$ cat config.mk
export PLATFORM = sky130hd
export DESIGN_NAME = multidigit_bcd_display
export DESIGN_NICKNAME = d
export VERILOG_FILES = /design/src/rtl/multidigit_bcd_display.sv
export SDC_FILE = /design/constraint.sdc
export NUM_CORES = 1
export LEC_CHECK = 0
export ABC_AREA = 1
export CAP_MARGIN = 0
export CORE_ASPECT_RATIO = 0.5
export CORE_UTILIZATION = 58
export DETAILED_ROUTE_END_ITERATION = 7
export MAX_ROUTING_LAYER = met4
export PLACE_DENSITY = 0.87
export RECOVER_POWER = 25
export SLEW_MARGIN = 20
export SYNTH_ARGS = -nofsm -noshare
export SYNTH_HDL_FRONTEND = slang
export SYNTH_SLANG_ARGS = --single-unit
$ cat constraint.sdc
create_clock -name clock -period 3.5 [get_ports clock]
set_input_delay 0.525 -clock clock [delete_from_list [all_inputs] [get_ports clock]]
set_output_delay 0.525 -clock clock [all_outputs]
set_load 0.02 [all_outputs]
$ cat src/rtl/multidigit_bcd_display.sv
// Binary to multi-digit BCD converter (serial double-dabble) driving one seven-segment pattern per digit.
// Optional macro LEADING_ZERO_BLANK_EN blanks leading zero digits above digit 0.

module sevenseg (
    input  logic [3:0] digit,
    output logic [6:0] seg
);
    // Active-low segments, bit order g..a; non-decimal codes are blank.
    always_comb begin
        case (digit)
            4'd0:    seg = 7'b1000000;
            4'd1:    seg = 7'b1111001;
            4'd2:    seg = 7'b0100100;
            4'd3:    seg = 7'b0110000;
            4'd4:    seg = 7'b0011001;
            4'd5:    seg = 7'b0010010;
            4'd6:    seg = 7'b0000010;
            4'd7:    seg = 7'b1111000;
            4'd8:    seg = 7'b0000000;
            4'd9:    seg = 7'b0010000;
            default: seg = 7'b1111111;
        endcase
    end
endmodule

module multidigit_bcd_display #(
    parameter int WIDTH  = 8,
    parameter int DIGITS = 3
) (
    input  logic                  clock,
    input  logic                  reset,
    input  logic [WIDTH-1:0]      value,
    input  logic                  start,
    output logic                  busy,
    output logic                  done,
    output logic                  overflow,
    output logic [4*DIGITS-1:0]   bcd,
    output logic [7*DIGITS-1:0]   hex
);
    localparam int CW = $clog2(WIDTH + 1);
    localparam int AW = 4 * DIGITS;
    localparam int HW = 7 * DIGITS;

    localparam logic [6:0] SEG_ZERO  = 7'b1000000;
    localparam logic [6:0] SEG_BLANK = 7'b1111111;
    localparam logic [6:0] SEG_DASH  = 7'b0111111;

    // 10^DIGITS - 1 needs 64 bits once DIGITS reaches 10.
    function automatic logic [63:0] max_value(input int n);
        logic [63:0] p;
        p = 64'd1;
        for (int k = 0; k < n; k++) p = p * 64'd10;
        return p - 64'd1;
    endfunction

    function automatic logic [HW-1:0] reset_hex();
        logic [HW-1:0] h;
        h = '0;
        for (int k = 0; k < DIGITS; k++) begin
`ifdef LEADING_ZERO_BLANK_EN
            h[7*k +: 7] = (k == 0) ? SEG_ZERO : SEG_BLANK;
`else
            h[7*k +: 7] = SEG_ZERO;
`endif
        end
        return h;
    endfunction

    localparam logic [63:0]   MAX_VALUE = max_value(DIGITS);
    localparam logic [HW-1:0] HEX_RESET = reset_hex();

    typedef enum logic [1:0] {
        S_IDLE,
        S_SHIFT,
        S_DONE
    } state_t;

    state_t          state_q, state_d;
    logic [WIDTH-1:0] sr_q, sr_d;
    logic [AW-1:0]   acc_q, acc_d;
    logic [CW-1:0]   count_q, count_d;
    logic            ovf_pend_q, ovf_pend_d;
    logic            busy_q, busy_d;
    logic            done_q, done_d;
    logic            overflow_q, overflow_d;
    logic [AW-1:0]   bcd_q, bcd_d;
    logic [HW-1:0]   hex_q, hex_d;

    logic [AW-1:0]   acc_adj;
    logic [HW-1:0]   seg_raw;
    logic [HW-1:0]   hex_next;

    // Per-digit add-3 with no carry between digits.
    always_comb begin
        acc_adj = acc_q;
        for (int i = 0; i < DIGITS; i++) begin
            if (acc_q[4*i +: 4] >= 4'd5) acc_adj[4*i +: 4] = acc_q[4*i +: 4] + 4'd3;
        end
    end

    for (genvar g = 0; g < DIGITS; g++) begin : g_seg
        sevenseg u_sevenseg (
            .digit (acc_q[4*g +: 4]),
            .seg   (seg_raw[7*g +: 7])
        );
    end

    // Walk from the top digit down so "all zeros above" is known per digit.
    always_comb begin
        logic zero_above;
        logic [3:0] dig;
        hex_next   = '1;
        zero_above = 1'b1;
        for (int i = DIGITS - 1; i >= 0; i--) begin
            dig = acc_q[4*i +: 4];
            if (ovf_pend_q) begin
                hex_next[7*i +: 7] = SEG_DASH;
`ifdef LEADING_ZERO_BLANK_EN
            end else if ((i > 0) && zero_above && (dig == 4'd0)) begin
                hex_next[7*i +: 7] = SEG_BLANK;
`endif
            end else begin
                hex_next[7*i +: 7] = seg_raw[7*i +: 7];
            end
            zero_above = zero_above && (dig == 4'd0);
        end
    end

    always_comb begin
        state_d    = state_q;
        sr_d       = sr_q;
        acc_d      = acc_q;
        count_d    = count_q;
        ovf_pend_d = ovf_pend_q;
        busy_d     = busy_q;
        done_d     = 1'b0;
        overflow_d = overflow_q;
        bcd_d      = bcd_q;
        hex_d      = hex_q;
        case (state_q)
            S_IDLE: begin
                if (start) begin
                    sr_d       = value;
                    acc_d      = '0;
                    count_d    = CW'(WIDTH);
                    ovf_pend_d = (64'(value) > MAX_VALUE);
                    busy_d     = 1'b1;
                    state_d    = S_SHIFT;
                end
            end
            S_SHIFT: begin
                acc_d   = {acc_adj[AW-2:0], sr_q[WIDTH-1]};
                sr_d    = sr_q << 1;
                count_d = count_q - CW'(1);
                if (count_q == CW'(1)) state_d = S_DONE;
            end
            S_DONE: begin
                bcd_d      = acc_q;
                hex_d      = hex_next;
                overflow_d = ovf_pend_q;
                done_d     = 1'b1;
                busy_d     = 1'b0;
                state_d    = S_IDLE;
            end
            default: begin
                busy_d  = 1'b0;
                state_d = S_IDLE;
            end
        endcase
    end

    always_ff @(posedge clock) begin
        if (reset) begin
            state_q    <= S_IDLE;
            sr_q       <= '0;
            acc_q      <= '0;
            count_q    <= '0;
            ovf_pend_q <= 1'b0;
            busy_q     <= 1'b0;
            done_q     <= 1'b0;
            overflow_q <= 1'b0;
            bcd_q      <= '0;
            hex_q      <= HEX_RESET;
        end else begin
            state_q    <= state_d;
            sr_q       <= sr_d;
            acc_q      <= acc_d;
            count_q    <= count_d;
            ovf_pend_q <= ovf_pend_d;
            busy_q     <= busy_d;
            done_q     <= done_d;
            overflow_q <= overflow_d;
            bcd_q      <= bcd_d;
            hex_q      <= hex_d;
        end
    end

    assign busy     = busy_q;
    assign done     = done_q;
    assign overflow = overflow_q;
    assign bcd      = bcd_q;
    assign hex      = hex_q;

endmodule

Word level (Yosys, flattened, before mapping)
Memories as Yosys holds them, arrays and structs flattened. A register that Yosys moved wholly into a read port is not among the register bits.
Index checks and enable logic that the tools add are counted.
{ "word_totals": {"register_bits": 40, "romBits": 336, "inputBits": 11, "out_inout_bits": 36, "elab_cells": 43, "memories": 3} }
{ "mem_list": {"columns": ["name", "depth", "width", "read_ports", "rd_ports_with_merged_regs", "write_ports", "line", "source"], "rows": [
  ["(name not given)", 16, 7, 1, 1, 0, "10", "case (digit)"],
  ["(name not given)", 16, 7, 1, 1, 0, "10", null],
  ["(name not given)", 16, 7, 1, 1, 0, "10", null]
]} }
{ "op_classes": {"addsub": 4, "magnitude_cmp": 3, "eq_ne": 5, "mux": 15, "n_bitwise": 1, "reduce_logical": 5} }
{ "op_table": {"columns": ["cell", "n"], "rows": [
  ["one-hot mux 12 bit (2 select lines)", 1],
  ["one-hot mux 8 bit (2 select lines)", 1],
  [">= comparator 4 x 3 -> 1 bit (second input constant)", 3],
  ["two-way mux 12 bit", 1],
  ["two-way mux 4 bit", 3],
  ["adder 4 x 2 -> 4 bit (second input constant)", 2],
  ["two-way mux 8 bit", 1],
  ["one-hot mux 4 bit (2 select lines)", 1],
  ["AND reduction 2 bit", 3],
  ["== test 4 x 1 -> 1 bit (second input constant)", 1],
  ["two-way mux 2 bit", 2],
  ["inequality test 2 bit (second input constant)", 2],
  ["one-hot mux 2 bit (2 select lines)", 1],
  ["subtractor 4 x 1 -> 4 bit (second input constant)", 1],
  ["adder 3 x 2 -> 3 bit (second input constant)", 1],
  ["two-way mux 3 bit", 1],
  ["== test 2 x 1 -> 1 bit (second input constant)", 1],
  ["== test 2 bit (second input constant)", 1],
  ["logical NOT 2 bit", 1],
  ["two-way mux 1 bit", 2],
  ["one-hot mux 1 bit (2 select lines)", 1],
  ["nonzero test 2 bit", 1],
  ["inverter 1 bit", 1]
]} }

Depth between registers and ports, before layout
Gate-level depths: netlist of run 1.
{ "logic_depth": {"word_depth": 3, "depth_mapped": 10, "mapped_depth_nobuf": 10} }

Hierarchy
Synthesis of run 1 repeated with hierarchy kept, for this count alone.
{ "hier_totals": {"hier_cells": 446, "hier_area_um2": 3095.5} }
{ "modules_own_cells": {"columns": ["module", "n_inst", "cells_per_inst", "area_per_inst_um2", "seq_area_each_um2"], "rows": [
  ["multidigit_bcd_display", 1, 341, 2532.4, 1221.2],
  ["sevenseg", 3, 35, 187.7, 0.0]
]} }

Worst setup path after synthesis of run 1
No wires, ideal clock.
{ "synth_timing": {"kind": "register -> register", "start": "register acc_q[0]", "end": "register acc_q[3]", "arrival_ns": 1.184, "setup_slack_ns": 2.203, "path_stages_with_launch": 8, "path_buffers": 0, "path_cell_list": "dfxtp_1 -> inv_1 -> ha_1 -> ha_1 -> inv_1 -> nand2_1 -> nand3_2 -> nand2_1"} }
{ "synth_between": {"elab_chain_cells": 3, "word_cells_on_any_way": 4} }
{ "synth_lines": {"columns": ["item", "line", "source"], "rows": [
  ["from (decl)", "80", "logic [AW-1:0] acc_q, acc_d;"],
  ["from (signal assigned)", "176", "acc_q <= '0;"],
  ["from (signal assigned)", "187", "acc_q <= acc_d;"],
  ["adder 4 x 2 -> 4 bit or >= comparator 4 x 3 -> 1 bit (tied branches)", "97", "if (acc_q[4*i +: 4] >= 4'd5) acc_adj[4*i +: 4] = acc_q[4*i +: 4] + 4'd3;"],
  ["two-way mux 4 bit *", "97", null],
  ["one-hot mux 12 bit (2 select lines) *", "140", "case (state_q)"]
]} }
Every way passes the cells marked *; elsewhere a longest branch is shown, timed or not.
A chain may end at the register's enable or synchronous reset.

Worst setup path after layout of run 1
{ "layout_timing": {"start": "register state_q[1]", "end": "register hex_q[2], in the netlist hex[2]"} }
{ "layout_between": {"elab_chain_cells": 1} }
{ "layout_lines": {"columns": ["item", "line", "source"], "rows": [
  ["from (decl)", "78", "state_t state_q, state_d;"],
  ["from (signal assigned)", "185", "state_q <= state_d;"],
  ["== test 2 bit", "140", null],
  ["to (signal assigned)", "183", "hex_q <= HEX_RESET;"],
  ["to (signal assigned)", "194", "hex_q <= hex_d;"],
  ["to (decl)", "87", "logic [HW-1:0] hex_q, hex_d;"]
]} }
No other way between the ends.

==> impl_metrics.toml, run 1 <==
[worst_setup_path]
r2r_slack_ns = 1.13
cp.required_ns = 3.74
critPathLaunch = "state_q[1]$_SDFFE_PP0P_"
slowest_delay_ns = 1.08
r2r-start = "state_q[1]$_SDFFE_PP0P_"
crit_arrival_ns = 2.61
rr_worst_depth = 6
path_class = "reg -> reg"
slowest_stage = "clkbuf_1"
endpoint_kind = "flip-flop"
path_cells = "inv_1, nor2_2, clkbuf_1, nand2_1, o21ai_0, inv_1"
startpoint_type = "flip-flop"
timing.rr.end = "hex[2]$_SDFFE_PP0P_"
cp_common_cell = "inv_1"
endpoint = "hex[2]$_SDFFE_PP0P_"
path_max_fanout = 38

[synth]
synth_area_leaders = "dfxtp_1 40%, nand2_1 17%, ha_1 8.1%"
ys.flop_type = "dfxtp_1"
yosys_register_bits = 61
syn_avg_cell_area_um2 = 7.08
synth.distinct_cells = 30
ys_warn_count = 0
synth_cells = 436
syn_nets = 467
synth_top_area_share_pct = 39.6
synth-edff-count = 0
async_flop_share_pct = 0
synth_top_cell_by_area = "dfxtp_1"
yosysSeqAreaShare_pct = 39.6
synth_area_um2 = 3090

[clock_network]
cts_buffers = 9
cts.path.max_buffers = 2
clk_pin_slew_ns = 0.07
clock_latency_ns = 0.34
cts_root_buffer = "clkbuf_8"
postCtsHoldBufs = 0
cts_tree = "yes"
cts_setup_buffers = 0
htreeDepth = 3
cts_resized = 0
cts.sinks = 61

[timing]
finalSetupViolations = 0
finalMaxSlewViolations = 0
tns_ns = 0
finClkSkew_ns = 0.00840
fin_crit_ns = 2.37
tightest_slew_ns = 1.50
slew_headroom_pct = 0.111
hold-worst-slack_ns = 0.453
rsz0062_at_grt = "false"
fmax_mhz = 422
hold_viol_final = 0
fin_crit_sh_pct = 67.7

[global_routing]
gr-total-overflow = 0
grt_pass1_vias = 2490
grt_usage_pct = 26.8
grt_max_degree = 39
grt_first_pass_wirelength_mm = 11.2
antenna_found_initial = 0

[detailed_routing]
dr.first_iter.drc_count = 138
vias = 2875
wl_per_cell_um = 11.8
via_per_inst = 5.21
dr.pass1.iters = 4
drc = 0
drtAntennaViolNets = 0
drt_wl_total_mm = 6.50

[pwr]
leakagePower_uw = 0.00168
cellPowerDensity_nw_per_um2 = 394
fin_total_pwr_uw = 1460
ir_worst_vdd_uv = 274

[floorplanning]
start_util_pct = 61.4
die_height_um = 53.6
coreArea_um2 = 5020
die-area_um2 = 5630
io_pins = 47
dieWidth_um = 105
fp-row-count = 18

[finish]
drive_above_1_share_pct = 7.47
fin_util_pct = 73.6
nets = 509
area_growth_pct = 19.7
mostFrequentLayoutCell = "nand2_1"
antennaDiodeCount = 0
mostFrequentLayoutCells = "141 x nand2_1, 61 x dfxtp_1, 49 x nor2_1, 41 x clkdlybuf4s50_1, 38 x inv_1"
final_cells = 552

[place]
dpl.hpwl_mm = 4.55
port_buffers = 45
dp_cells = 537
place.gp.congestion = 0.938

[hold_path]
min_path_type = "reg -> reg"

[run_status]
violations = "max-capacitance violations"
status = "finished with violations"

[run]
max_cap_viol_count = 1
-- kinds of logic (layout without fill, tap and decap cells) --
group,after synthesis,after routing,share of synthesized area [%]
AO/OA/AOI/OAI,69,69,11.8
buffers and inverters,57,103,8.80
adder cells (fa/ha/maj),20,20,8.11
other,1,1,0.122
AND/OR/NAND/NOR,228,228,31.5
flip-flops,61,61,39.6
-- critical path: cells and delay by family (launching register included) --
family / cells / cell delay (ns)
AOI/OAI and AO/OA: 1 / 0.23
buffers and inverters: 3 / 1.25
DFF: 1 / 0.40
and+or+nand+nor: 2 / 0.36
-- cells in the mapped netlist (2+ instances only) --
| master | count |
|---|---|
| a21oi_1 | 24 |
| buf_2 | 5 |
| buf_4 | 3 |
| buf_6 | 2 |
| buf_8 | 2 |
| clkbuf_1 | 2 |
| clkbuf_2 | 2 |
| dfxtp_1 | 61 |
| ha_1 | 20 |
| inv_1 | 36 |
| inv_2 | 4 |
| nand2_1 | 140 |
| nand2_2 | 3 |
| nand3_1 | 21 |
| nand3_2 | 7 |
| nor2_1 | 49 |
| nor2_2 | 2 |
| nor3_2 | 3 |
| o211ai_1 | 2 |
| o21ai_0 | 34 |
| o21ai_1 | 4 |
| o21ai_2 | 2 |
-- power breakdown --
part / switching [uW] / internal, uW / total [uW]
Combinational: 87.2 / 50.7 / 138
Sequential: 15.8 / 717 / 733
Clock: 265 / 321 / 586
Total: 368 / 1090 / 1460
-- area by class of cell --
type | instances | area [um2]
fillers | 394 | 1330
well taps | 70 | 87.6
flip-flops and latches | 61 | 1220
clock buffers | 10 | 128
clock inverters | 5 | 52.6
repair buffers | 48 | 469
multi-input cells | 318 | 1590
inverters | 40 | 150
-- through the flow --
step	area [um2]	setup WS (ns)
2_1_floorplan	3090	2.20
3_3_place_gp	3520	1.21
3_5_place_dp	3520	1.16
4_1_cts	3700	1.51
5_1_grt	3690	0.789
6_report	3690	1.13
-- sequential cells by signal, indices dropped and copies added (netlist names) --
register  cells
acc_q        12
count_q       4
bcd          12
state_q       2
busy          1
sr_q          8
done          1
hex          21
-- worst min path at each step --
stage | start | end | slack [ns] | depth (start not counted)
final | sr_q[2]$_SDFFE_PP0P_ | sr_q[2]$_SDFFE_PP0P_ | 0.45 | 2
after global routing | sr_q[7]$_SDFFE_PP0P_ | sr_q[7]$_SDFFE_PP0P_ | 0.49 | 2
after CTS | sr_q[2]$_SDFFE_PP0P_ | sr_q[2]$_SDFFE_PP0P_ | 0.45 | 2
after detailed placement | sr_q[2]$_SDFFE_PP0P_ | sr_q[2]$_SDFFE_PP0P_ | 0.44 | 2
after global placement | sr_q[2]$_SDFFE_PP0P_ | sr_q[2]$_SDFFE_PP0P_ | 0.44 | 2
after floorplan | sr_q[2]$_SDFFE_PP0P_ | sr_q[2]$_SDFFE_PP0P_ | 0.42 | 2
-- per-layer routing --
metal | global-route usage (%) | vias to the layer above | part of all wire [%]
li1 | - | 1480 | -
met1 | 33.4 | 1289 | 48
met2 | 43.0 | 95 | 43
met3 | 7.99 | 11 | 7.0
met4 | 8.45 | 0 | 1.1
met5 | - | - | 0
Power figures use the tool's default switching activity.
==> inputs of run 2 (changes only) <==
--- a/config.mk
+++ b/config.mk
@@ -8,10 +8,10 @@
 export ABC_AREA = 1
 export CAP_MARGIN = 0
 export CORE_ASPECT_RATIO = 0.5
-export CORE_UTILIZATION = 58
+export CORE_UTILIZATION = 49
 export DETAILED_ROUTE_END_ITERATION = 7
 export MAX_ROUTING_LAYER = met4
-export PLACE_DENSITY = 0.87
+export PLACE_DENSITY = 0.78
 export RECOVER_POWER = 25
 export SLEW_MARGIN = 20
 export SYNTH_ARGS = -nofsm -noshare
==> constraint.sdc (replaced) <==
create_clock -name clock -period 2 [get_ports clock]
set_input_delay 0.3 -clock clock [delete_from_list [all_inputs] [get_ports clock]]
set_output_delay 0.3 -clock clock [all_outputs]
set_load 0.02 [all_outputs]
==> run 2 against run 1 <==
  * The flow now finishes without violations
  * Setup slack worse by 0.71 ns
  * Clock power up 150%
  * Largest power group is now the clock network
  * Highest routed layer unchanged
  * Sequential cell count unchanged
  * Largest cell class unchanged
  * Combinational power rose by 75%
  * Critical path depth fell by 5
  * Non-clock buffer count grew 2
  * Count of clock-buffer cells in the layout increased by 3
==> impl_metrics.toml, run 2 (synthesis results as in run 1) <==
[worst_setup_path]
path_class = "reg -> out"
slowest_delay_ns = 0.62
path_buf_inv = 1
endpoint_kind = "output pin"
path_max_fanout = 2
startpoint_type = "flip-flop"
crit_arrival_ns = 1.28
cp.required_ns = 1.70
path_delay_family = "buffers and inverters"
path_cells = "clkdlybuf4s50_1"
slowest_stage = "clkdlybuf4s50_1"

[detailed_routing]
wl_per_cell_um = 12.1
dr.first_iter.drc_count = 189
dr.pass1.iters = 4
drtAntennaViolNets = 0
vias = 2791
drc = 0
via_per_inst = 4.92
drt_wl_total_mm = 6.87

[hold_path]
min_path_type = "reg -> reg"

[clock_network]
cts_resized = 0
cts.path.max_buffers = 2
cts_tree = "yes"
cts_buffers = 9
cts_root_buffer = "clkbuf_16"
cts_setup_buffers = 0
clock_latency_ns = 0.33
cts.sinks = 61
htreeDepth = 3
clk_pin_slew_ns = 0.05
postCtsHoldBufs = 0

[run]
max_cap_viol_count = 0

[finish]
mostFrequentLayoutCell = "nand2_1"
antennaDiodeCount = 0
mostFrequentLayoutCells = "140 x nand2_1, 61 x dfxtp_1, 51 x nor2_1, 45 x clkdlybuf4s50_1, 38 x inv_1"
drive_above_1_share_pct = 8.07
area_growth_pct = 24.4
nets = 511
largest_register_ffs = 21

[global_routing]
grt_max_degree = 21
grt_usage_pct = 23.3
antenna_found_initial = 0
grt_first_pass_wirelength_mm = 11.5
gr-total-overflow = 0
grt_pass1_vias = 2509

[pwr]
fin_total_pwr_uw = 2990
leakagePower_uw = 0.00174
cellPowerDensity_nw_per_um2 = 779
ir_worst_vdd_uv = 584

[place]
port_buffers = 45
dpl.hpwl_mm = 4.83
place.gp.congestion = 0.892

[timing]
fmax_mhz = 634
fin_crit_ns = 1.58
tns_ns = 0
hold-worst-slack_ns = 0.456
finalMaxSlewViolations = 0
finalSetupViolations = 0
rsz0062_at_grt = "false"
finClkSkew_ns = 0.00639
hold_viol_final = 0
fin_crit_sh_pct = 78.9

[floorplanning]
die_height_um = 58.1
start_util_pct = 53.4
io_pins = 47
die-area_um2 = 6640
coreArea_um2 = 5780
dieWidth_um = 114
fp-row-count = 19

[run_status]
status = "finished clean"
run 2: cell count changes in the layout (fill, tap and decap cells not counted), moves of 3 or more:
| cell | change |
|---|---|
| dlygate4sd3_1 | -4 |
| o21ai_0 | -3 |
| clkbuf_16 | +9 |
| clkdlybuf4s50_1 | +4 |
| clkbuf_8 | -5 |
| buf_4 | +3 |
run 2: layout make-up:
class                   instances  area [um2]
fillers                       501        1940
multi-input cells             318        1590
flip-flops and latches         61        1220
repair buffers                 50         488
clock buffers                  13         280
inverters                      40         150
well taps                      84         105
clock inverters                 1        5.00
run 2: power breakdown:
group	switching [uW]	internal, uW	total (uW)
Combinational	150	92.1	242
Clock	507	955	1460
Sequential	27.5	1260	1290
run 2: path summary, 6_finish.rpt:
check	from	to	slack, ns	cells after the start
setup / recovery	hex[11]$_SDFFE_PP0P_	hex[11]	0.42	1
hold / removal	sr_q[7]$_SDFFE_PP0P_	sr_q[7]$_SDFFE_PP0P_	0.46	2
setup reg to reg	acc_q[8]$_SDFFE_PP0P_	hex[18]$_SDFFE_PP0P_	0.49	8
hold reg to reg	sr_q[7]$_SDFFE_PP0P_	sr_q[7]$_SDFFE_PP0P_	0.46	2
run 2: routing by layer:
metal  track usage (%)  share of wire, %
met1              31.2                52
met3              6.80               5.9
met5                 -                 0
met4              10.6               1.5
met2              32.3                41
run 2: worst reg2reg max path, stage by stage, from the launching register on:
cell,delay (ns)
dfxtp_1,0.44
inv_1,0.16
ha_1,0.27
ha_1,0.20
inv_1,0.06
nand2_1,0.05
o21ai_0,0.15
nor2_1,0.06
nor2_1,0.07
run 2: metrics by stage:
step	cells	utilization [%]	setup slack, ns	cell area, um2
finish	567	66.4	0.422	3840
global route	567	66.4	0.350	3840
CTS	567	66.5	0.403	3840
floorplan	436	-	0.703	3090
global placement	553	61.6	0.413	3560
detailed placement	553	61.6	0.341	3560
==> inputs of run 3 (changes only) <==
--- a/config.mk
+++ b/config.mk
@@ -8,10 +8,10 @@
 export ABC_AREA = 1
 export CAP_MARGIN = 0
 export CORE_ASPECT_RATIO = 0.5
-export CORE_UTILIZATION = 49
+export CORE_UTILIZATION = 54
 export DETAILED_ROUTE_END_ITERATION = 7
 export MAX_ROUTING_LAYER = met4
-export PLACE_DENSITY = 0.78
+export PLACE_DENSITY = 0.82
 export RECOVER_POWER = 25
 export SLEW_MARGIN = 20
 export SYNTH_ARGS = -nofsm -noshare
==> constraint.sdc (replaced) <==
create_clock -name clock -period 1.5 [get_ports clock]
set_input_delay 0.225 -clock clock [delete_from_list [all_inputs] [get_ports clock]]
set_output_delay 0.225 -clock clock [all_outputs]
set_load 0.02 [all_outputs]
==> run 3 against run 2 <==
  * Largest cell class unchanged
  * Register-to-register slack worse by 0.36 ns
  * Critical endpoint is now acc_q[11]$_SDFFE_PP0P_
  * Non-clock buffer count up 19
  * Power up 34%
==> impl_metrics.toml, run 3 (synthesis results as in run 1) <==
[run_status]
status = "finished clean"

[floorplanning]
io_pins = 47
dieWidth_um = 109
fp-row-count = 19
die-area_um2 = 6040
start_util_pct = 56.2
die_height_um = 55.5
coreArea_um2 = 5490

[worst_setup_path]
endpoint_kind = "flip-flop"
r2r-start = "acc_q[9]$_SDFFE_PP0P_"
slowest_stage = "dfxtp_1"
path_class = "reg -> reg"
slowest_delay_ns = 0.41
crit_arrival_ns = 1.59
critPathLaunch = "acc_q[9]$_SDFFE_PP0P_"
rr_worst_depth = 7
path_max_fanout = 5
cp.required_ns = 1.72
path_cells = "inv_1, ha_1, ha_1, inv_1, nand2_1, nand2_1, a21oi_1"
startpoint_type = "flip-flop"

[finish]
nets = 530
antennaDiodeCount = 0
multi_input_area_um2 = 1590
drive_above_1_share_pct = 12.9
mostFrequentLayoutCell = "nand2_1"
n_fill_cell = 490
mostFrequentLayoutCells = "140 x nand2_1, 59 x dfxtp_1, 50 x nor2_1, 36 x inv_1, 34 x o21ai_0"
largest_register_ffs = 21
fin_util_pct = 69.7
final_cells = 577
seq_area_um2 = 1220
area_growth_pct = 24.0

[hold_path]
hold_depth = 3
min_path_type = "in -> reg"
hold_start = "value[3]"

[place]
port_buffers = 45
place.gp.congestion = 0.901
dp_cells = 561
dpl.hpwl_mm = 5.02
dp_slack_ns = 0.102

[timing]
finalSetupViolations = 0
fin_crit_sh_pct = 91.2
fmax_mhz = 731
rsz0062_at_grt = "false"
hold_viol_final = 0
finalMaxSlewViolations = 0
tns_ns = 0
setup_slack_ns = 0.132
finClkSkew_ns = 0.00728
fin_crit_ns = 1.37

[pwr]
ir_worst_vdd_uv = 843
leakagePower_uw = 0.00182
fin_total_pwr_uw = 4010
cellPowerDensity_nw_per_um2 = 1050

[run]
max_cap_viol_count = 0

[clock_network]
cts.sinks = 61
cts_tree = "yes"
clock_latency_ns = 0.34
cts.path.max_buffers = 2
htreeDepth = 3
cts_buffers = 9
cts_root_buffer = "clkbuf_16"
clk_pin_slew_ns = 0.06
postCtsHoldBufs = 0
cts_setup_buffers = 0
cts_resized = 13

[detailed_routing]
vias = 2989
drt_wl_total_mm = 7.46
drc = 0
dr.first_iter.drc_count = 128
via_per_inst = 5.18
wl_per_cell_um = 12.9
dr.pass1.iters = 5
drtAntennaViolNets = 0

[global_routing]
gr-total-overflow = 0
grt_first_pass_wirelength_mm = 12.6
antenna_found_initial = 0
grt_max_degree = 39
grt_usage_pct = 28.3
grt_pass1_vias = 2765
==> run 3: changes by cell type in the layout (fill, tap and decap cells not counted), moves of 2 or more <==
cell,delta
inv_1,-2
dfxtp_2,+2
dfxtp_1,-2
dlygate4sd2_1,+13
nor2_2,+2
clkbuf_1,+22
clkbuf_8,-2
clkinvlp_4,+4
inv_2,+2
buf_4,+18
clkdlybuf4s50_1,-35
==> run 3: where the power goes <==
part | switching, uW | leakage [uW] | internal (uW)
Combinational | 212 | 0.00120 | 131
Clock | 755 | 0.000130 | 1200
Sequential | 37.4 | 0.000495 | 1680
==> run 3: area by class of cell <==
cell class              count  area share [%]
clock buffers              11            6.60
clock inverters             5           0.915
inverters                  40            3.92
multi-input cells         318            41.4
flip-flops and latches     61            32.0
well taps                  73            2.39
repair buffers             69            12.8
==> run 3: final timing paths <==
check / end / slack [ns]
setup reg to reg: acc_q[11]$_SDFFE_PP0P_ / 0.13
setup / recovery: acc_q[11]$_SDFFE_PP0P_ / 0.13
hold / removal: sr_q[3]$_SDFFE_PP0P_ / 0.44
hold reg to reg: sr_q[2]$_SDFFE_PP0P_ / 0.46
==> run 3: layer usage <==
metal	GRT usage [%]	wire, um	vias up	part of all wire, %
met4	11.6	188	0	2.5
li1	-	-	1515	-
met5	-	0	-	0
met1	35.2	3360	1349	45
met3	9.68	609	21	8.2
met2	42.0	3300	104	44
==> run 3: through the flow <==
step	hold slack, ns	instance area (um2)
finish	0.439	3830
detailed placement	0.438	3700
global placement	0.435	3700
CTS	0.436	3970
global route	0.474	3830
floorplan	0.335	3090
==> run 3: worst max-delay path, delay by kind of cell, from the launching register on <==
| family | cells | cell delay (ns) |
|---|---|---|
| adders and majority gates | 2 | 0.51 |
| DFF | 1 | 0.41 |
| AOI/OAI and AO/OA | 1 | 0.06 |
| buffers and inverters | 2 | 0.16 |
| and+or+nand+nor | 2 | 0.11 |
